[src/rtl/data_mem_pkg.sv]
// Shared types and constants for the data-memory responder.
package data_mem_pkg;

    typedef enum logic [1:0] {IDLE, WAIT, RESP} state_t;

    localparam int MAX_READ_LATENCY = 4;

    function automatic int addr_width(input int depth_words);
        return $clog2(depth_words);
    endfunction

endpackage

[src/rtl/data_mem_responder.sv]
// Range-checks MEM-stage requests, drives a fixed-latency RAM, and stalls
// the pipeline for the duration of each load.
module data_mem_responder
    import data_mem_pkg::*;
#(
    parameter logic [31:0] BASE_ADDR    = 32'h0000_0000,
    parameter int          DEPTH_WORDS  = 1024,
    parameter int          READ_LATENCY = 2
) (
    input  logic                            clock,
    input  logic                            reset,
    input  logic                            memRead,
    input  logic                            writeEnable,
    input  logic [31:0]                     address,
    input  logic [31:0]                     writeData,
    output logic [31:0]                     readData,
    output logic                            stall,
    output logic                            addrError,
    output logic                            misaligned,
    output logic [$clog2(DEPTH_WORDS)-1:0]  ramAddr,
    output logic                            ramWriteEnable,
    output logic [31:0]                     ramWriteData,
    input  logic [31:0]                     ramReadData
);

    localparam int          ADDR_W   = addr_width(DEPTH_WORDS);
    localparam logic [32:0] SPAN     = 33'(DEPTH_WORDS * 4);
    localparam logic [2:0]  LAST_CNT = 3'(READ_LATENCY - 1);

    if (READ_LATENCY < 1 || READ_LATENCY > MAX_READ_LATENCY) begin : g_bad_latency
        $error("data_mem_responder: READ_LATENCY must be 1..4");
    end

    state_t              state, state_nxt;
    logic [2:0]          cnt;
    logic [ADDR_W-1:0]   addr_q;
    logic [32:0]         off;
    logic                in_range;
    logic [ADDR_W-1:0]   word_idx;
    logic                is_load;
    logic                conflict;

    // 33-bit offset so addresses below BASE_ADDR show up as a borrow, not a wrap
    assign off      = {1'b0, address} - {1'b0, BASE_ADDR};
    assign in_range = !off[32] && (off < SPAN);
    assign word_idx = off[ADDR_W+1:2];
    assign is_load  = memRead && !writeEnable;
    assign conflict = memRead && writeEnable;

    always_comb begin
        state_nxt      = state;
        stall          = 1'b0;
        ramAddr        = addr_q;
        ramWriteEnable = 1'b0;
        ramWriteData   = writeData;
        case (state)
            IDLE: begin
                ramAddr        = word_idx;
                ramWriteEnable = writeEnable && in_range;
                if (is_load && in_range) begin
                    stall     = 1'b1;
                    state_nxt = WAIT;
                end
            end
            WAIT: begin
                stall = 1'b1;
                if (cnt == LAST_CNT) state_nxt = RESP;
            end
            RESP:    state_nxt = IDLE;
            default: state_nxt = IDLE;
        endcase
        // Reset must release the pipeline and suppress RAM writes at once
        if (reset) begin
            stall          = 1'b0;
            ramWriteEnable = 1'b0;
        end
    end

    always_ff @(posedge clock or posedge reset) begin
        if (reset) begin
            state      <= IDLE;
            cnt        <= '0;
            addr_q     <= '0;
            readData   <= '0;
            addrError  <= 1'b0;
            misaligned <= 1'b0;
        end else begin
            state      <= state_nxt;
            addrError  <= 1'b0;
            misaligned <= 1'b0;
            case (state)
                IDLE: begin
                    if (memRead || writeEnable) begin
                        if (!in_range) begin
                            addrError <= 1'b1;
                            if (is_load) readData <= '0;
                        end else begin
                            misaligned <= (address[1:0] != 2'b00);
                            if (conflict) addrError <= 1'b1;
                        end
                    end
                    if (is_load && in_range) begin
                        addr_q <= word_idx;
                        cnt    <= '0;
                    end
                end
                WAIT: begin
                    cnt <= cnt + 3'd1;
                    if (cnt == LAST_CNT) readData <= ramReadData;
                end
                default: ;
            endcase
        end
    end

endmodule
[config.mk]
export PLATFORM = sky130hd
export DESIGN_NAME = data_mem_responder
export DESIGN_NICKNAME = d
export VERILOG_FILES = /design/src/rtl/data_mem_pkg.sv /design/src/rtl/data_mem_responder.sv
export SDC_FILE = /design/constraint.sdc
export NUM_CORES = 1
export LEC_CHECK = 0
export CAP_MARGIN = 0
export CORE_ASPECT_RATIO = 1.4
export CORE_MARGIN = 8
export CORE_UTILIZATION = 45
export DETAILED_ROUTE_END_ITERATION = 7
export DONT_BUFFER_PORTS = 1
export SLEW_MARGIN = 10
export SYNTH_ARGS = -nofsm -noshare
export SYNTH_HDL_FRONTEND = slang
export SYNTH_SLANG_ARGS = --single-unit
[constraint.sdc]
create_clock -name clock -period 1.94 [get_ports clock]
set_clock_uncertainty 0.1 [all_clocks]
set_input_delay 0.291 -clock clock [delete_from_list [all_inputs] [get_ports clock]]
set_output_delay 0.291 -clock clock [all_outputs]
set_load 0.005 [all_outputs]
==> impl_metrics.json <==
{
  "fmax_mhz": 510,
  "initial_utilization_pct": 46.8,
  "yosys.area.top_type": "dfrtp_1",
  "setup_slack_ns": -0.0203,
  "clk_latency_ns": 0.30,
  "hold_start": "ramReadData[28]",
  "dr.pass1.iters": 4,
  "synthMuxAreaShare_pct": 10.0,
  "yosys_warnings": 0,
  "cp-start-kind": "flip-flop",
  "multi_input_area_um2": 865,
  "grt_pass1_vias": 1542,
  "die_h_um": 103,
  "clk_pin_slew_ns": 0.09,
  "final_antenna_net_count": 0,
  "cp-end-kind": "output port",
  "htree_levels": 2,
  "setup_violations": 1,
  "boundaryPins": 178,
  "path_buf_inv": 1,
  "total_power_mw": 1.71,
  "critPathRequiredTime_ns": 1.55,
  "io_buffers": 0,
  "grt_pass1_wl_mm": 8.89,
  "hold_depth": 1,
  "final_area_um2": 2460,
  "gr-total-overflow": 0,
  "clk_path_buf_depth": 2,
  "status": "finished, violations left",
  "synthToLayoutAreaGrowth_pct": 1.34,
  "critPathTopFamily": "simple AND/OR/NAND/NOR gates",
  "ys_seq_area_share_pct": 50.4,
  "wl_per_cell_um": 25.2,
  "synthDistinctLibCells": 33,
  "cts-root-buf": "clkbuf_8",
  "synth_top_cell_area_share_pct": 50.4,
  "synthTopCellsByCount": "49 x dfrtp_1, 32 x buf_4, 30 x a22o_1",
  "die_x_um": 78.1,
  "synthFlopType": "dfrtp_1",
  "async_flop_share_pct": 100,
  "fillers": 495,
  "yosys-top-cells-area": "dfrtp_1 50%, a22o_1 11%, buf_4 9.9%",
  "synth_area_um2": 2430,
  "yosys.area_share.simple_pct": 7.67,
  "cts_tree": "yes",
  "syn_area_per_cell_um2": 13.4,
  "placed_cell_area_um2": 2260,
  "drive_gt1_share_pct": 37.3,
  "cp_cell_sequence": "or4_4, nor3b_2, buf_4",
  "rsz0062_at_grt": "yes",
  "crit_path_max_incr_delay_ns": 0.54,
  "vias": 1379,
  "holdCritPathClass": "input pin to flip-flop",
  "synthCells": 182,
  "critPathArrivalTime_ns": 1.57,
  "synth_most_common_cell": "dfrtp_1",
  "worstSetupPathType": "flip-flop to output port",
  "grt_max_degree": 34,
  "r2r_slack_ns": 0.10,
  "p_per_area_nw_per_um2": 693,
  "power.leakage_nw": 1.15,
  "synth_top_family_by_area": "buffers and inverters",
  "core-area_um2": 5200,
  "place.gp.congestion": 0.723,
  "drc": 0,
  "synthAdderAreaFrac_pct": 1.03,
  "tightest_slew_ns": 0.459,
  "slew_headroom_pct": 69.3,
  "synth-compound-area-share_pct": 15.0,
  "crit_fanout": 4,
  "r2r-end": "readData[9]",
  "ys_ff_latch": 49,
  "clock-sinks": 49,
  "finalMaxSlewViolations": 0,
  "synth-edff-count": 0,
  "area.sequential_um2": 1230,
  "antenna_found_initial": 0,
  "rows": 31,
  "hold_viol_final": 0,
  "routed_wl_mm": 5.84,
  "synth_xor_area_share_pct": 0.360,
  "fin_crit_ns": 1.96,
  "fin_crit_sh_pct": 101,
  "cts_buffers": 5,
  "reg2regPathDepth": 4,
  "hold_end": "readData[28]",
  "syn_nets": 284,
  "drtIter0Drc": 57,
  "violations": "setup timing",
  "drv_cap": 0,
  "routed_via_density": 5.94,
  "grt_util_all_layers_pct": 14.0,
  "fin_nets": 267,
  "worstReg2RegStart": "state[0]",
  "num_antenna_cells": 0,
  "dpl.hpwl_mm": 4.52,
  "fp.dieArea_um2": 8040,
  "crit_slowest_cell": "or4_4",
  "peakVddDrop_uv": 270
}
## flip-flops by register name, summed over array words and instances (netlist names)
signal / flops
addrError: 1
misaligned: 1
addr_q: 10
state: 2
readData: 32
cnt: 3
## report_power, final
group,total (mW),internal [mW],switching [mW]
Clock,0.613,0.289,0.324
Sequential,1.02,1.02,0.000786
Combinational,0.0724,0.0301,0.0423
Total,1.71,1.34,0.367
## timing repair
action / CTS / global route
hold buffers: 1 / 0
endpoints found under the hold margin: 21 / 0
buffers inserted: 6 / 0
gates resized for setup: 7 / 5
pin swaps: 5 / 4
setup endpoints to repair: 12 / 25
## final cells by class
type,count,area share [%]
clock buffers,6,3.35
clock inverters,2,0.559
inverters,2,0.305
multi-input cells,90,35.1
flip-flops and latches,49,49.8
well taps,66,3.35
repair buffers,17,7.57
## worst register-to-register path, cell delays in order, from the launching register on
cell and delay, ns:
dfrtp_1 0.43, or3b_1 0.41, a21oi_2 0.21, and2_4 0.40
a22o_1 0.23
## placed cells by master, fill, tap and decap left out, types with 2 or more instances in the layout
| cell type | count |
|---|---|
| a22o_1 | 30 |
| a22o_2 | 2 |
| buf_12 | 3 |
| buf_4 | 9 |
| buf_6 | 3 |
| clkbuf_8 | 6 |
| dfrtp_1 | 49 |
| ha_1 | 2 |
| mux2_2 | 15 |
| mux2_4 | 5 |
| nand2_1 | 4 |
| nand2b_1 | 2 |
| nand3b_1 | 2 |
| nor2_1 | 4 |
| nor4_2 | 5 |
| o21ai_0 | 2 |
| o22ai_1 | 2 |
## stage by stage
stage               setup slack (ns)  TNS, ns  utilization, %  hold slack (ns)  instances
floorplan                     0.0957        0               -            0.331        182
global placement              0.0281        0            43.4            0.110        217
detailed placement            0.0167        0            43.4            0.113        217
CTS                          -0.0655   -0.118            47.0           0.0175        232
global route                 -0.0988   -0.165            47.4          0.00261        232
finish                       -0.0203  -0.0203            47.4           0.0280        232
## worst max path at each step
| stage | end | slack, ns | startpoint | cells past startpoint |
|---|---|---|---|---|
| 3_5_place_dp | ramWriteEnable | 0.02 | address[27] | 5 |
| 2_1_floorplan | ramWriteEnable | 0.1 | address[31] | 4 |
| 3_3_place_gp | ramWriteEnable | 0.03 | address[27] | 5 |
| 4_1_cts | stall | -0.07 | state[0] | 6 |
| 5_1_grt | ramWriteEnable | -0.1 | state[0] | 3 |
| 6_report | ramWriteEnable | -0.02 | state[0] | 3 |
## logic make-up after synthesis
logic type / after synthesis
adder cells (fa/ha/maj): 2
multiplexers: 20
flip-flops: 49
AND/OR/NAND/NOR: 26
XOR/XNOR: 1
AO/OA/AOI/OAI: 41
buffers and inverters: 43
## routing by layer
metal / wire length [µm] / global-route usage, % / vias up
li1: - / - / 592
met1: 1900 / 13.1 / 664
met2: 2900 / 22.3 / 121
met3: 1030 / 12.0 / 2
met4: 23 / 3.86 / 0
met5: 0 / 0 / -
Note: power is estimated with default switching activity, not from simulation.
